File: src/rtl/uart_mem_loader_pkg.sv
// Shared types and constants for the UART-to-data-memory loader.
package uart_mem_loader_pkg;

  localparam int BYTE_W         = 8;
  localparam int WORD_W         = 32;
  localparam int BYTES_PER_WORD = 4;

  typedef enum logic [1:0] {R_IDLE, R_START, R_DATA, R_STOP} rx_state_t;
  typedef enum logic [1:0] {L_IDLE, L_LOAD, L_CHK, L_DONE}   ld_state_t;

endpackage

File: src/rtl/uart_rx_byte.sv
// UART 8N1 byte receiver: rx synchronizer, bit timer, RX FSM and shift register.
// Emits a one-cycle byte_valid pulse, or a one-cycle stop_err pulse on a low stop bit.
module uart_rx_byte
  import uart_mem_loader_pkg::*;
#(
  parameter int CLKS_PER_BIT = 434
) (
  input  logic              clk,
  input  logic              reset,
  input  logic              rx,
  output logic              byte_valid,
  output logic [BYTE_W-1:0] byte_data,
  output logic              stop_err
);

  localparam int              CNT_W   = $clog2(CLKS_PER_BIT);
  localparam logic [CNT_W-1:0] HALF_M1 = CNT_W'(CLKS_PER_BIT / 2 - 1);
  localparam logic [CNT_W-1:0] FULL_M1 = CNT_W'(CLKS_PER_BIT - 1);

  logic              rx_meta_q, rx_sync_q, rx_prev_q;
  rx_state_t         state_q, state_d;
  logic [CNT_W-1:0]  cnt_q, cnt_d;
  logic [2:0]        bit_idx_q, bit_idx_d;
  logic [BYTE_W-1:0] shift_q, shift_d;
  logic              byte_valid_q, byte_valid_d;
  logic              stop_err_q, stop_err_d;

  // NOTE: the synchronizer resets to the idle-high line level so leaving reset never looks like a start bit.
  always_ff @(posedge clk or negedge reset) begin
    if (!reset) begin
      rx_meta_q <= 1'b1;
      rx_sync_q <= 1'b1;
      rx_prev_q <= 1'b1;
    end else begin
      rx_meta_q <= rx;
      rx_sync_q <= rx_meta_q;
      rx_prev_q <= rx_sync_q;
    end
  end

  // NOTE: every always_comb output gets its default first, so no path can infer a latch.
  always_comb begin
    state_d      = state_q;
    cnt_d        = cnt_q + 1'b1;
    bit_idx_d    = bit_idx_q;
    shift_d      = shift_q;
    byte_valid_d = 1'b0;
    stop_err_d   = 1'b0;
    unique case (state_q)
      R_IDLE: begin
        cnt_d = '0;
        if (rx_prev_q && !rx_sync_q) state_d = R_START;
      end
      R_START: begin
        if (cnt_q == HALF_M1) begin
          cnt_d     = '0;
          bit_idx_d = '0;
          state_d   = rx_sync_q ? R_IDLE : R_DATA;
        end
      end
      R_DATA: begin
        if (cnt_q == FULL_M1) begin
          cnt_d     = '0;
          shift_d   = {rx_sync_q, shift_q[BYTE_W-1:1]};
          bit_idx_d = bit_idx_q + 3'd1;
          if (bit_idx_q == 3'd7) state_d = R_STOP;
        end
      end
      R_STOP: begin
        if (cnt_q == FULL_M1) begin
          cnt_d        = '0;
          state_d      = R_IDLE;
          byte_valid_d = rx_sync_q;
          stop_err_d   = !rx_sync_q;
        end
      end
      default: state_d = R_IDLE;
    endcase
  end

  // NOTE: sequential state uses nonblocking assignments only, so every flop samples pre-edge values.
  always_ff @(posedge clk or negedge reset) begin
    if (!reset) begin
      state_q      <= R_IDLE;
      cnt_q        <= '0;
      bit_idx_q    <= '0;
      shift_q      <= '0;
      byte_valid_q <= 1'b0;
      stop_err_q   <= 1'b0;
    end else begin
      state_q      <= state_d;
      cnt_q        <= cnt_d;
      bit_idx_q    <= bit_idx_d;
      shift_q      <= shift_d;
      byte_valid_q <= byte_valid_d;
      stop_err_q   <= stop_err_d;
    end
  end

  assign byte_valid = byte_valid_q;
  assign byte_data  = shift_q;
  assign stop_err   = stop_err_q;

endmodule

File: src/rtl/uart_mem_loader.sv
// Receives UART bytes, packs them little-endian into 32-bit words and strobes them into data memory.
// Optional trailing XOR checksum byte when UART_MEM_LOADER_CHECKSUM_EN is defined.
module uart_mem_loader
  import uart_mem_loader_pkg::*;
#(
  parameter int          CLKS_PER_BIT = 434,
  parameter logic [31:0] BASE_ADDR    = 32'h0000_0000,
  parameter int          NUM_WORDS    = 64
) (
  input  logic              clk,
  input  logic              reset,
  input  logic              rx,
  input  logic              start,
  output logic              busy,
  output logic              done,
  output logic              we,
  output logic [WORD_W-1:0] waddr,
  output logic [WORD_W-1:0] wdata,
  output logic [15:0]       word_count,
  output logic              frame_err,
  output logic              chk_err
);

  localparam logic [15:0] LAST_COUNT = 16'(NUM_WORDS);
  localparam logic [1:0]  LAST_IDX   = 2'(BYTES_PER_WORD - 1);

  logic              byte_valid, stop_err;
  logic [BYTE_W-1:0] byte_data;

  ld_state_t         ld_q, ld_d;
  logic [1:0]        byte_idx_q, byte_idx_d;
  logic [23:0]       buf_q, buf_d;
  logic [15:0]       word_count_q, word_count_d;
  logic              we_q, we_d;
  logic [WORD_W-1:0] waddr_q, waddr_d;
  logic [WORD_W-1:0] wdata_q, wdata_d;
  logic              frame_err_q, frame_err_d;
`ifdef UART_MEM_LOADER_CHECKSUM_EN
  logic [BYTE_W-1:0] xor_q, xor_d;
  logic              chk_err_q, chk_err_d;
`endif

  uart_rx_byte #(.CLKS_PER_BIT(CLKS_PER_BIT)) u_rx (
    .clk        (clk),
    .reset      (reset),
    .rx         (rx),
    .byte_valid (byte_valid),
    .byte_data  (byte_data),
    .stop_err   (stop_err)
  );

  always_comb begin
    ld_d         = ld_q;
    byte_idx_d   = byte_idx_q;
    buf_d        = buf_q;
    word_count_d = word_count_q;
    we_d         = 1'b0;
    waddr_d      = waddr_q;
    wdata_d      = wdata_q;
    frame_err_d  = frame_err_q;
`ifdef UART_MEM_LOADER_CHECKSUM_EN
    xor_d        = xor_q;
    chk_err_d    = chk_err_q;
`endif
    // start wins over everything, including a word write due this cycle.
    if (start) begin
      ld_d         = L_LOAD;
      byte_idx_d   = '0;
      word_count_d = '0;
      frame_err_d  = 1'b0;
`ifdef UART_MEM_LOADER_CHECKSUM_EN
      xor_d        = '0;
      chk_err_d    = 1'b0;
`endif
    end else begin
      unique case (ld_q)
        L_LOAD: begin
          if (word_count_q == LAST_COUNT) begin
`ifdef UART_MEM_LOADER_CHECKSUM_EN
            ld_d = L_CHK;
`else
            ld_d = L_DONE;
`endif
          end else begin
            if (stop_err) frame_err_d = 1'b1;
            if (byte_valid) begin
              byte_idx_d = byte_idx_q + 2'd1;
`ifdef UART_MEM_LOADER_CHECKSUM_EN
              xor_d      = xor_q ^ byte_data;
`endif
              unique case (byte_idx_q)
                2'd0: buf_d[7:0]   = byte_data;
                2'd1: buf_d[15:8]  = byte_data;
                2'd2: buf_d[23:16] = byte_data;
                LAST_IDX: begin
                  we_d         = 1'b1;
                  waddr_d      = BASE_ADDR + WORD_W'({word_count_q, 2'b00});
                  wdata_d      = {byte_data, buf_q};
                  word_count_d = word_count_q + 16'd1;
                end
              endcase
            end
          end
        end
`ifdef UART_MEM_LOADER_CHECKSUM_EN
        L_CHK: begin
          if (stop_err) frame_err_d = 1'b1;
          if (byte_valid) begin
            chk_err_d = (byte_data != xor_q);
            ld_d      = L_DONE;
          end
        end
`endif
        default: ;
      endcase
    end
  end

  always_ff @(posedge clk or negedge reset) begin
    if (!reset) begin
      ld_q         <= L_IDLE;
      byte_idx_q   <= '0;
      buf_q        <= '0;
      word_count_q <= '0;
      we_q         <= 1'b0;
      waddr_q      <= '0;
      wdata_q      <= '0;
      frame_err_q  <= 1'b0;
`ifdef UART_MEM_LOADER_CHECKSUM_EN
      xor_q        <= '0;
      chk_err_q    <= 1'b0;
`endif
    end else begin
      ld_q         <= ld_d;
      byte_idx_q   <= byte_idx_d;
      buf_q        <= buf_d;
      word_count_q <= word_count_d;
      we_q         <= we_d;
      waddr_q      <= waddr_d;
      wdata_q      <= wdata_d;
      frame_err_q  <= frame_err_d;
`ifdef UART_MEM_LOADER_CHECKSUM_EN
      xor_q        <= xor_d;
      chk_err_q    <= chk_err_d;
`endif
    end
  end

  assign busy       = (ld_q == L_LOAD) || (ld_q == L_CHK);
  assign done       = (ld_q == L_DONE);
  assign we         = we_q;
  assign waddr      = waddr_q;
  assign wdata      = wdata_q;
  assign word_count = word_count_q;
  assign frame_err  = frame_err_q;
`ifdef UART_MEM_LOADER_CHECKSUM_EN
  assign chk_err    = chk_err_q;
`else
  assign chk_err    = 1'b0;
`endif

endmodule

File: config.mk
export PLATFORM = sky130hd
export DESIGN_NAME = uart_mem_loader
export DESIGN_NICKNAME = d
export VERILOG_FILES = /design/src/rtl/uart_mem_loader_pkg.sv /design/src/rtl/uart_rx_byte.sv /design/src/rtl/uart_mem_loader.sv
export SDC_FILE = /design/constraint.sdc
export NUM_CORES = 1
export LEC_CHECK = 0
export BUFFER_PORTS_ARGS = -buffer_cell sky130_fd_sc_hd__buf_2
export CORE_AREA = 2 2 136 138
export CTS_CLUSTER_DIAMETER = 50
export DETAILED_ROUTE_END_ITERATION = 12
export DIE_AREA = 0 0 138 140
export MAX_ROUTING_LAYER = met4
export PLACE_DENSITY = 0.46
export SYNTH_ARGS = -nofsm -noshare
export SYNTH_HDL_FRONTEND = slang
export SYNTH_HIERARCHICAL = 1
export SYNTH_SLANG_ARGS = --single-unit
File: constraint.sdc
create_clock -name clk -period 5.17 [get_ports clk]
set_input_delay 0.517 -clock clk [delete_from_list [all_inputs] [get_ports clk]]
set_output_delay 0.517 -clock clk [all_outputs]
set_load 0.005 [all_outputs]
# Word-level counts from Yosys, hierarchy flattened
# Cells that the tools add are included.
classes:
  addsub: 4
  n_eq_ne: 19
  n_mux: 38
  n_bitwise: 2
  reduce_logical: 23
op_table:
  columns: ["op", "n"]
  rows:
  - ["16-bit 2-to-1 mux", 5]
  - ["9-bit one-hot mux with 3 select lines", 1]
  - ["2-bit 2-to-1 mux", 13]
  - ["5-bit AND reduction", 5]
  - ["9-bit 2-to-1 mux", 2]
  - ["16-bit by 1-bit adder with 16-bit output (second input constant)", 1]
  - ["16-bit by 7-bit == test with 1-bit output (second input constant)", 1]
  - ["1-bit 2-to-1 mux", 13]
  - ["2-bit == test (second input constant)", 6]
  - ["2-bit nonzero test", 6]
  - ["2-bit by 1-bit != test with 1-bit output (second input constant)", 5]
  - ["9-bit by 1-bit adder with 9-bit output (second input constant)", 1]
  - ["9-bit by 8-bit == test with 1-bit output (second input constant)", 1]
  - ["9-bit == test (second input constant)", 1]
  - ["3-bit AND reduction", 3]
  - ["2-bit one-hot mux with 4 select lines", 1]
  - ["2-bit by 1-bit == test with 1-bit output (second input constant)", 3]
  - ["3-bit 2-to-1 mux", 2]
  - ["3-bit one-hot mux with 2 select lines", 1]
  - ["2-bit logical NOT", 2]
  - ["2-bit AND reduction", 2]
  - ["4-bit AND reduction", 1]
  - ["3-bit by 1-bit adder with 3-bit output (second input constant)", 1]
  - ["3-bit == test (second input constant)", 1]
  - ["other kinds (7)", 8]
word_totals:
  regBits: 121

# Longest topological paths before layout
# Gate-level depths: netlist (run 1).
logic_depth:
  word_depth: 6
  ltp_mapped: 8
  depth_no_buf: 6

# Cells and area by module
# Netlist (run 1), hierarchy kept.
modules_own_cells:
  columns: ["mod", "n_inst", "cells_each", "area_per_inst_um2"]
  rows:
  - ["uart_mem_loader", 1, 303, 4145.2]
  - ["uart_rx_byte", 1, 102, 1257.5]

# Least setup slack after synthesis (run 1)
# No wires, ideal clock.
synth_timing:
  kind: "reg2reg"
  start: "register word_count_q[0] (netlist: word_count[0])"
  end: "register buf_q[0]"
  setup_ns: 0.125
  t_arrival_ns: 2.051
  required_ns: 5.045
  slack_ns: 2.994
  stages_incl_launch_ff: 9
  synth_period_minus_slack_ns: 2.176
  path_cell_list: "dfrtp_1 -> inv_1 -> ha_1 -> nor3b_1 -> and4_4 -> buf_6 -> or4b_4 -> buf_6 -> mux2_4"
synth_between:
  elab_chain_len: 3
synth_rtl:
  columns: ["item", "line_no", "rtl"]
  rows:
  - ["start: declaration", "uart_mem_loader.sv:33", "logic [15:0] word_count_q, word_count_d;"]
  - ["start signal: assignment", "uart_mem_loader.sv:137", "word_count_q <= word_count_d;"]
  - ["16-bit by 7-bit == test with 1-bit output", "uart_mem_loader.sv:78", "if (word_count_q == LAST_COUNT) begin"]
  - ["1-bit inverter (no line)", null, null]
  - ["5-bit AND reduction (no line)", null, null]
  - ["end signal: assignment", "uart_mem_loader.sv:136", "buf_q <= buf_d;"]
  - ["end: declaration", "uart_mem_loader.sv:32", "logic [23:0] buf_q, buf_d;"]
# Every way passes these cells.
# A chain may end at the register's enable or synchronous reset.

# Worst setup path after layout (run 1)
layout_timing:
  start: "register word_count_q[0] (netlist: word_count[0])"
  end: "register wdata_q[10] (netlist: wdata[10])"
layout_between:
  elab_chain_len: 3
layout_rtl:
  columns: ["item", "line_no", "rtl"]
  rows:
  - ["16-bit by 7-bit == test with 1-bit output", "uart_mem_loader.sv:78", null]
  - ["1-bit inverter (no line)", null, null]
  - ["5-bit AND reduction (no line)", null, null]
  - ["end signal: assignment", "uart_mem_loader.sv:140", "wdata_q <= wdata_d;"]
  - ["end: declaration", "uart_mem_loader.sv:36", "logic [WORD_W-1:0] wdata_q, wdata_d;"]
# Every way passes these cells.

==> impl_metrics.tcl, run 1 <==
set metrics [dict create \
    rrSetupSlack_ns 2.20 \
    clock.fmax_mhz 336 \
    grt_pass1_vias 3465 \
    synth-warning-count 6 \
    reg2reg_to "wdata[10]" \
    final_area_mm2 0.00643 \
    synth_seq_cells 121 \
    setup-tns-final_ns 0 \
    start_kind "flip-flop" \
    cts_made_buffers 17 \
    critPathMaxFanout 35 \
    drive_above_1_share 0.400 \
    worst_r2r_path_depth 7 \
    totalWireLength_mm 11.3 \
    final_common_cell "dfrtp_1" \
    grt_pass1_wl_mm 19.0 \
    seq_power_share 0.468 \
    area_growth_pct 19.0 \
    wl_per_cell_um 15.6 \
    clk_latency_ns 0.41 \
    num_rows 49 \
    whs_path_depth 1 \
    min_to "u_rx/rx_meta_q" \
    endpoint_kind "flip-flop" \
    die_w_um 138 \
    die_height_um 140 \
    min_period_over_period 0.575 \
    finalClockSkew_ns 0.00792 \
    synthDistinctLibCells 49 \
    p_switching_mw 0.512 \
    cts_root_buffer "clkbuf_16" \
    antenna_cells 0 \
    syn-instance-count 405 \
    swShare 0.241 \
    min_period_ns 2.97 \
    max-slew-margin-rel 0.110 \
    r2r_start "word_count[0]" \
    dr.pass1.iters 4 \
    post_cts_buffers 0 \
    avgSynthCellArea_um2 13.3 \
    worst_pin_slew_ns 1.33 \
    critical_path_class "flip-flop to flip-flop" \
    clockBufferDepth 2 \
    crit_cells 7 \
    holdCritStartpoint "rx" \
    max_stage_delay_ns 1.00 \
    layout_common_cells "dfrtp_1 (118), buf_2 (70), mux2_2 (57), mux2_4 (24)" \
    slew_viol_final 0 \
    dpl.hpwl_mm 7.51 \
    hold_viol 0 \
    drc_errors 0 \
    cts.clk_slew.worst_paths_ns 0.06 \
    drt.antenna.violating_nets 0 \
    crit_family "simple AND/OR/NAND/NOR gates" \
    nNetsFinal 498 \
    peakVddDrop_mv 0.226 \
    ioPinCount 89 \
    syn_area_mm2 0.00540 \
    cp_cell_sequence "inv_1, ha_1, nor3b_1, and4_4, nor3_2, buf_12, mux2_2" \
    grt_util_all_layers 0.127 \
    cp.arrival_ns 3.27 \
    drt-initial-drc-count 225 \
    vias 3346 \
    status "finished, final reports clean" \
    antenna_found_initial 0 \
    hold_class "input pin to flip-flop" \
    ys_seq_area_frac 0.561 \
    routed_via_density 4.63 \
    grt_max_degree 74 \
    rsz0062_at_grt "no" \
    cts.sinks 121 \
    start_util 0.304 \
    comb_power_share 0.051 \
    dpl-instance-area_mm2 0.00592 \
    power.density_mw_per_mm2 331 \
    core_area_mm2 0.0178 \
    slowest_stage "nor3_2" \
    cap_violations 0 \
    tritoncts "yes" \
    ctsResizeCount 0 \
    io_buffers 71 \
    p_int_mw 1.62 \
    clkPwrFrac 0.481 \
    p_leak_nw 3.24 \
    path_buf_inv 2 \
    dieArea_mm2 0.0193 \
    ctsHoldBuffers 0 \
    htreeDepth 4 \
    grt.overflow.total 0 \
    finalSetupViolCount 0 \
    crit_required_ns 5.46 \
    place.gp.congestion 0.742 \
]
-- cells in the mapped netlist (all sizes together) --
cell type  instances  area (um^2)
o31ai              2         15.0
nor2              17         63.8
nor2b              3         18.8
nor4b              1         8.76
nor4               6         37.5
buf               29          211
a21boi             1         7.51
a31o               1         8.76
and4bb             1         12.5
a211o              1         8.76
nand2              6         22.5
nand3             12         65.1
a21oi             14         70.1
inv               15         56.3
and4               1         11.3
nand4              7         43.8
mux2              83         1020
a22oi              4         30.0
dfrtp            118         2950
or4                3         22.5
or3                9         56.3
mux2i              2         20.0
nor3b              2         26.3
conb               1         3.75
or4b               4         51.3
clkbuf             3         11.3
a22o               1         8.76
ha                13          163
and4b              1         10.0
xor2               2         17.5
nand3b             1         7.51
dfstp              3         78.8
o21ai             11         66.3
xnor2              7         61.3
nand2b             6         37.5
nand4b             1         15.0
a31oi              2         12.5
nand4bb            1         11.3
o211ai             1         7.51
nor3               9         45.0
-- power groups by stage --
stage | sequential [mW] | clock, mW | combinational [mW]
global placement | 1.01 | 0 | 0.105
floorplan | 1.01 | 0 | 0.0822
global route | 1.00 | 1.10 | 0.126
detailed placement | 1.01 | 0 | 0.110
CTS | 0.997 | 1.06 | 0.110
finish | 0.997 | 1.02 | 0.108
-- registers in the layout, summed over array words and instances, names as in the netlist, named ones only --
| name | count |
|---|---|
| buf_q | 24 |
| u_rx/bit_idx_q | 3 |
| word_count | 16 |
| waddr | 16 |
| u_rx/byte_data | 8 |
| we | 1 |
| u_rx/cnt_q | 9 |
| u_rx/stop_err | 1 |
| wdata | 32 |
| ld_q | 2 |
| u_rx/rx_prev_q | 1 |
| u_rx/rx_sync_q | 1 |
| frame_err | 1 |
| u_rx/byte_valid | 1 |
| u_rx/state_q | 1 |
| byte_idx_q | 2 |
| u_rx/rx_meta_q | 1 |
-- worst max-delay path by stage --
stage / startpoint / to
after floorplan: word_count[0] / buf_q[0]
after global placement: word_count[1] / wdata[20]
after detailed placement: word_count[1] / wdata[4]
after CTS: word_count[1] / wdata[10]
after global routing: word_count[1] / wdata[31]
final: word_count[0] / wdata[10]
-- final cells by class --
type                       instances  area, um^2
clock inverter                    12        81.3
inverter                          15        56.3
clock buffer                      19         433
timing repair buffer              73         385
tap                              229         287
multi-input combinational        253        2160
sequential                       121        3030
fill                            1763       11300
-- stage by stage --
| step | worst slack, ns | utilization | std cells | power (mW) | hold WS [ns] |
|---|---|---|---|---|---|
| after floorplan | 2.99 | - | 421 | 1.09 | 0.221 |
| after global placement | 2.33 | 0.333 | 691 | 1.12 | 0.347 |
| after detailed placement | 2.21 | 0.333 | 691 | 1.12 | 0.347 |
| after CTS | 2.19 | 0.362 | 722 | 2.16 | 0.186 |
| after global routing | 2.00 | 0.362 | 722 | 2.23 | 0.189 |
| final | 2.20 | 0.362 | 722 | 2.13 | 0.207 |
-- kinds of logic (layout without fill, tap and decap cells) --
family | count (synthesis) | in the layout | share of synthesized area
AO/OA/AOI/OAI | 38 | 38 | 0.0435
XOR/XNOR | 9 | 9 | 0.0146
adder cells (fa/ha/maj) | 13 | 13 | 0.0301
buffers and inverters | 47 | 119 | 0.0516
flip-flops | 121 | 121 | 0.561
multiplexers | 85 | 85 | 0.193
other | 1 | 17 | 0.000694
AND/OR/NAND/NOR | 91 | 91 | 0.105
-- metal layers --
metal,share of wire,track usage
met3,0.048,0.0410
met5,0,-
met4,0.012,0.0403
met1,0.48,0.172
met2,0.46,0.183
Note: power is estimated with default switching activity, not from simulation.
==> run 2: changes to the inputs <==
==> constraint.sdc (replaced) <==
create_clock -name clk -period 2.85 [get_ports clk]
set_input_delay 0.285 -clock clk [delete_from_list [all_inputs] [get_ports clk]]
set_output_delay 0.285 -clock clk [all_outputs]
set_load 0.005 [all_outputs]
==> impl_metrics.tcl, run 2 (same netlist as run 1, synthesis figures left out) <==
set metrics [dict create \
    tritoncts "yes" \
    setup_ws_ns 0.508 \
    num_rows 49 \
    swShare 0.227 \
    endpoint_kind "flip-flop" \
    dp_slack_ns 0.500 \
    worst_pin_slew_ns 0.754 \
    grt_max_degree 55 \
    power.density_mw_per_mm2 622 \
    comb_power_share 0.049 \
    die_height_um 140 \
    final_common_cell "dfrtp_1" \
    routed_via_density 4.57 \
    htreeDepth 4 \
    max-slew-margin-rel 0.497 \
    max_stage_delay_ns 0.73 \
    largest_register_ffs 32 \
    clkPwrFrac 0.506 \
    dpl.hpwl_mm 7.45 \
    wl_met1_mm 5.09 \
    vias 3321 \
    die_w_um 138 \
    antenna_found_initial 0 \
    cts.clk_slew.worst_paths_ns 0.06 \
    path_buf_inv 1 \
    slowest_stage "or4b_1" \
    drt.antenna.violating_nets 0 \
    grt_util_all_layers 0.125 \
    finalClockSkew_ns 0.00946 \
    grt.overflow.total 0 \
    min_period_ns 2.34 \
    grt_pass1_vias 3429 \
    setup-tns-final_ns 0 \
    critical_path_class "flip-flop to flip-flop" \
    grt_pass1_wl_mm 18.2 \
    clock.fmax_mhz 427 \
    clk_latency_ns 0.42 \
    core_area_mm2 0.0178 \
    cp.arrival_ns 2.64 \
    totalWireLength_mm 11.0 \
    dieArea_mm2 0.0193 \
    cts_made_buffers 17 \
    wl_met2_mm 5.23 \
    hold_viol 0 \
    io_buffers 71 \
    rsz0062_at_grt "no" \
    post_cts_buffers 0 \
    routed-wl-met3_um 475 \
    cp_cell_sequence "inv_1, ha_1, nor3b_1, and4_4, or4b_1, mux2_4" \
    crit_family "simple AND/OR/NAND/NOR gates" \
    p_int_mw 3.14 \
    start_util 0.304 \
    hold_class "input pin to flip-flop" \
    start_kind "flip-flop" \
    cts_root_buffer "clkbuf_16" \
    antenna_cells 0 \
    ioPinCount 89 \
    place.gp.congestion 0.756 \
    seq_power_share 0.445 \
    slew_viol_final 0 \
    clockBufferDepth 2 \
    wl_per_cell_um 15.1 \
    crit_required_ns 3.15 \
    p_switching_mw 0.923 \
    area_growth_pct 21.1 \
    drive_above_1_share 0.402 \
    dr.pass1.iters 4 \
    cts.sinks 121 \
    p_leak_nw 3.30 \
    drc_errors 0 \
    status "finished, final reports clean" \
    min_period_over_period 0.822 \
    finalPower_mw 4.07 \
    critPathMaxFanout 11 \
    cap_violations 0 \
    nNetsFinal 503 \
    finalSetupViolCount 0 \
    peakVddDrop_mv 0.410 \
    top_layer "met4" \
    layout_common_cells "dfrtp_1 (118), buf_2 (70), mux2_2 (57), mux2_4 (24)" \
    drt-initial-drc-count 145 \
]
==> run 2: changes by cell type in the layout (fill, tap and decap cells not counted), moves of 2 or more <==
cell           delta
clkinv_2          -2
buf_4             +2
dlygate4sd3_1     +2
bufinv_16         +2
==> run 2: power groups by stage <==
stage | sequential (mW) | combinational [mW] | clock [mW]
floorplan | 1.83 | 0.149 | 0
global placement | 1.84 | 0.197 | 0
detailed placement | 1.84 | 0.202 | 0
CTS | 1.81 | 0.205 | 2.12
global route | 1.82 | 0.232 | 2.21
finish | 1.81 | 0.199 | 2.06
==> run 2: worst paths after layout <==
kind / from / to / slack (ns) / cells after the start
worst max-delay path: word_count[0] / buf_q[11] / 0.51 / 6
worst min-delay path: start / word_count[10] / 0.35 / 2
worst max register to register: word_count[0] / buf_q[11] / 0.51 / 6
worst min register to register: u_rx/rx_meta_q / u_rx/rx_sync_q / 0.36 / 0
max in group asynchronous: reset / u_rx/rx_meta_q / 1.64 / 3
min in group asynchronous: reset / wdata[1] / 0.50 / 2
==> run 2: repair_timing <==
action / CTS / global route
hold endpoints to repair: 53 / 0
resized for setup: 0 / 0
hold buffers: 2 / 0
==> run 2: layout make-up <==
type,count,area (um^2)
inverters,15,56.3
multi-input cells,253,2160
fillers,1780,11200
flip-flops and latches,121,3030
repair buffers,78,440
clock inverters,11,124
well taps,229,287
clock buffers,20,447
==> run 2: routing by layer <==
layer | global-route usage | vias up
li1 | - | 1582
met2 | 0.191 | 60
met3 | 0.0390 | 16
met4 | 0.0516 | 0
met1 | 0.154 | 1663
met5 | - | -
==> run 2: metrics by stage <==
stage	area [um^2]	hold WS, ns	util	std cells
after global placement	5950	0.348	0.335	694
after global routing	6540	0.366	0.368	727
final	6540	0.350	0.368	727
after floorplan	5460	-0.0106	-	421
after CTS	6540	0.338	0.368	727
after detailed placement	5950	0.350	0.335	694
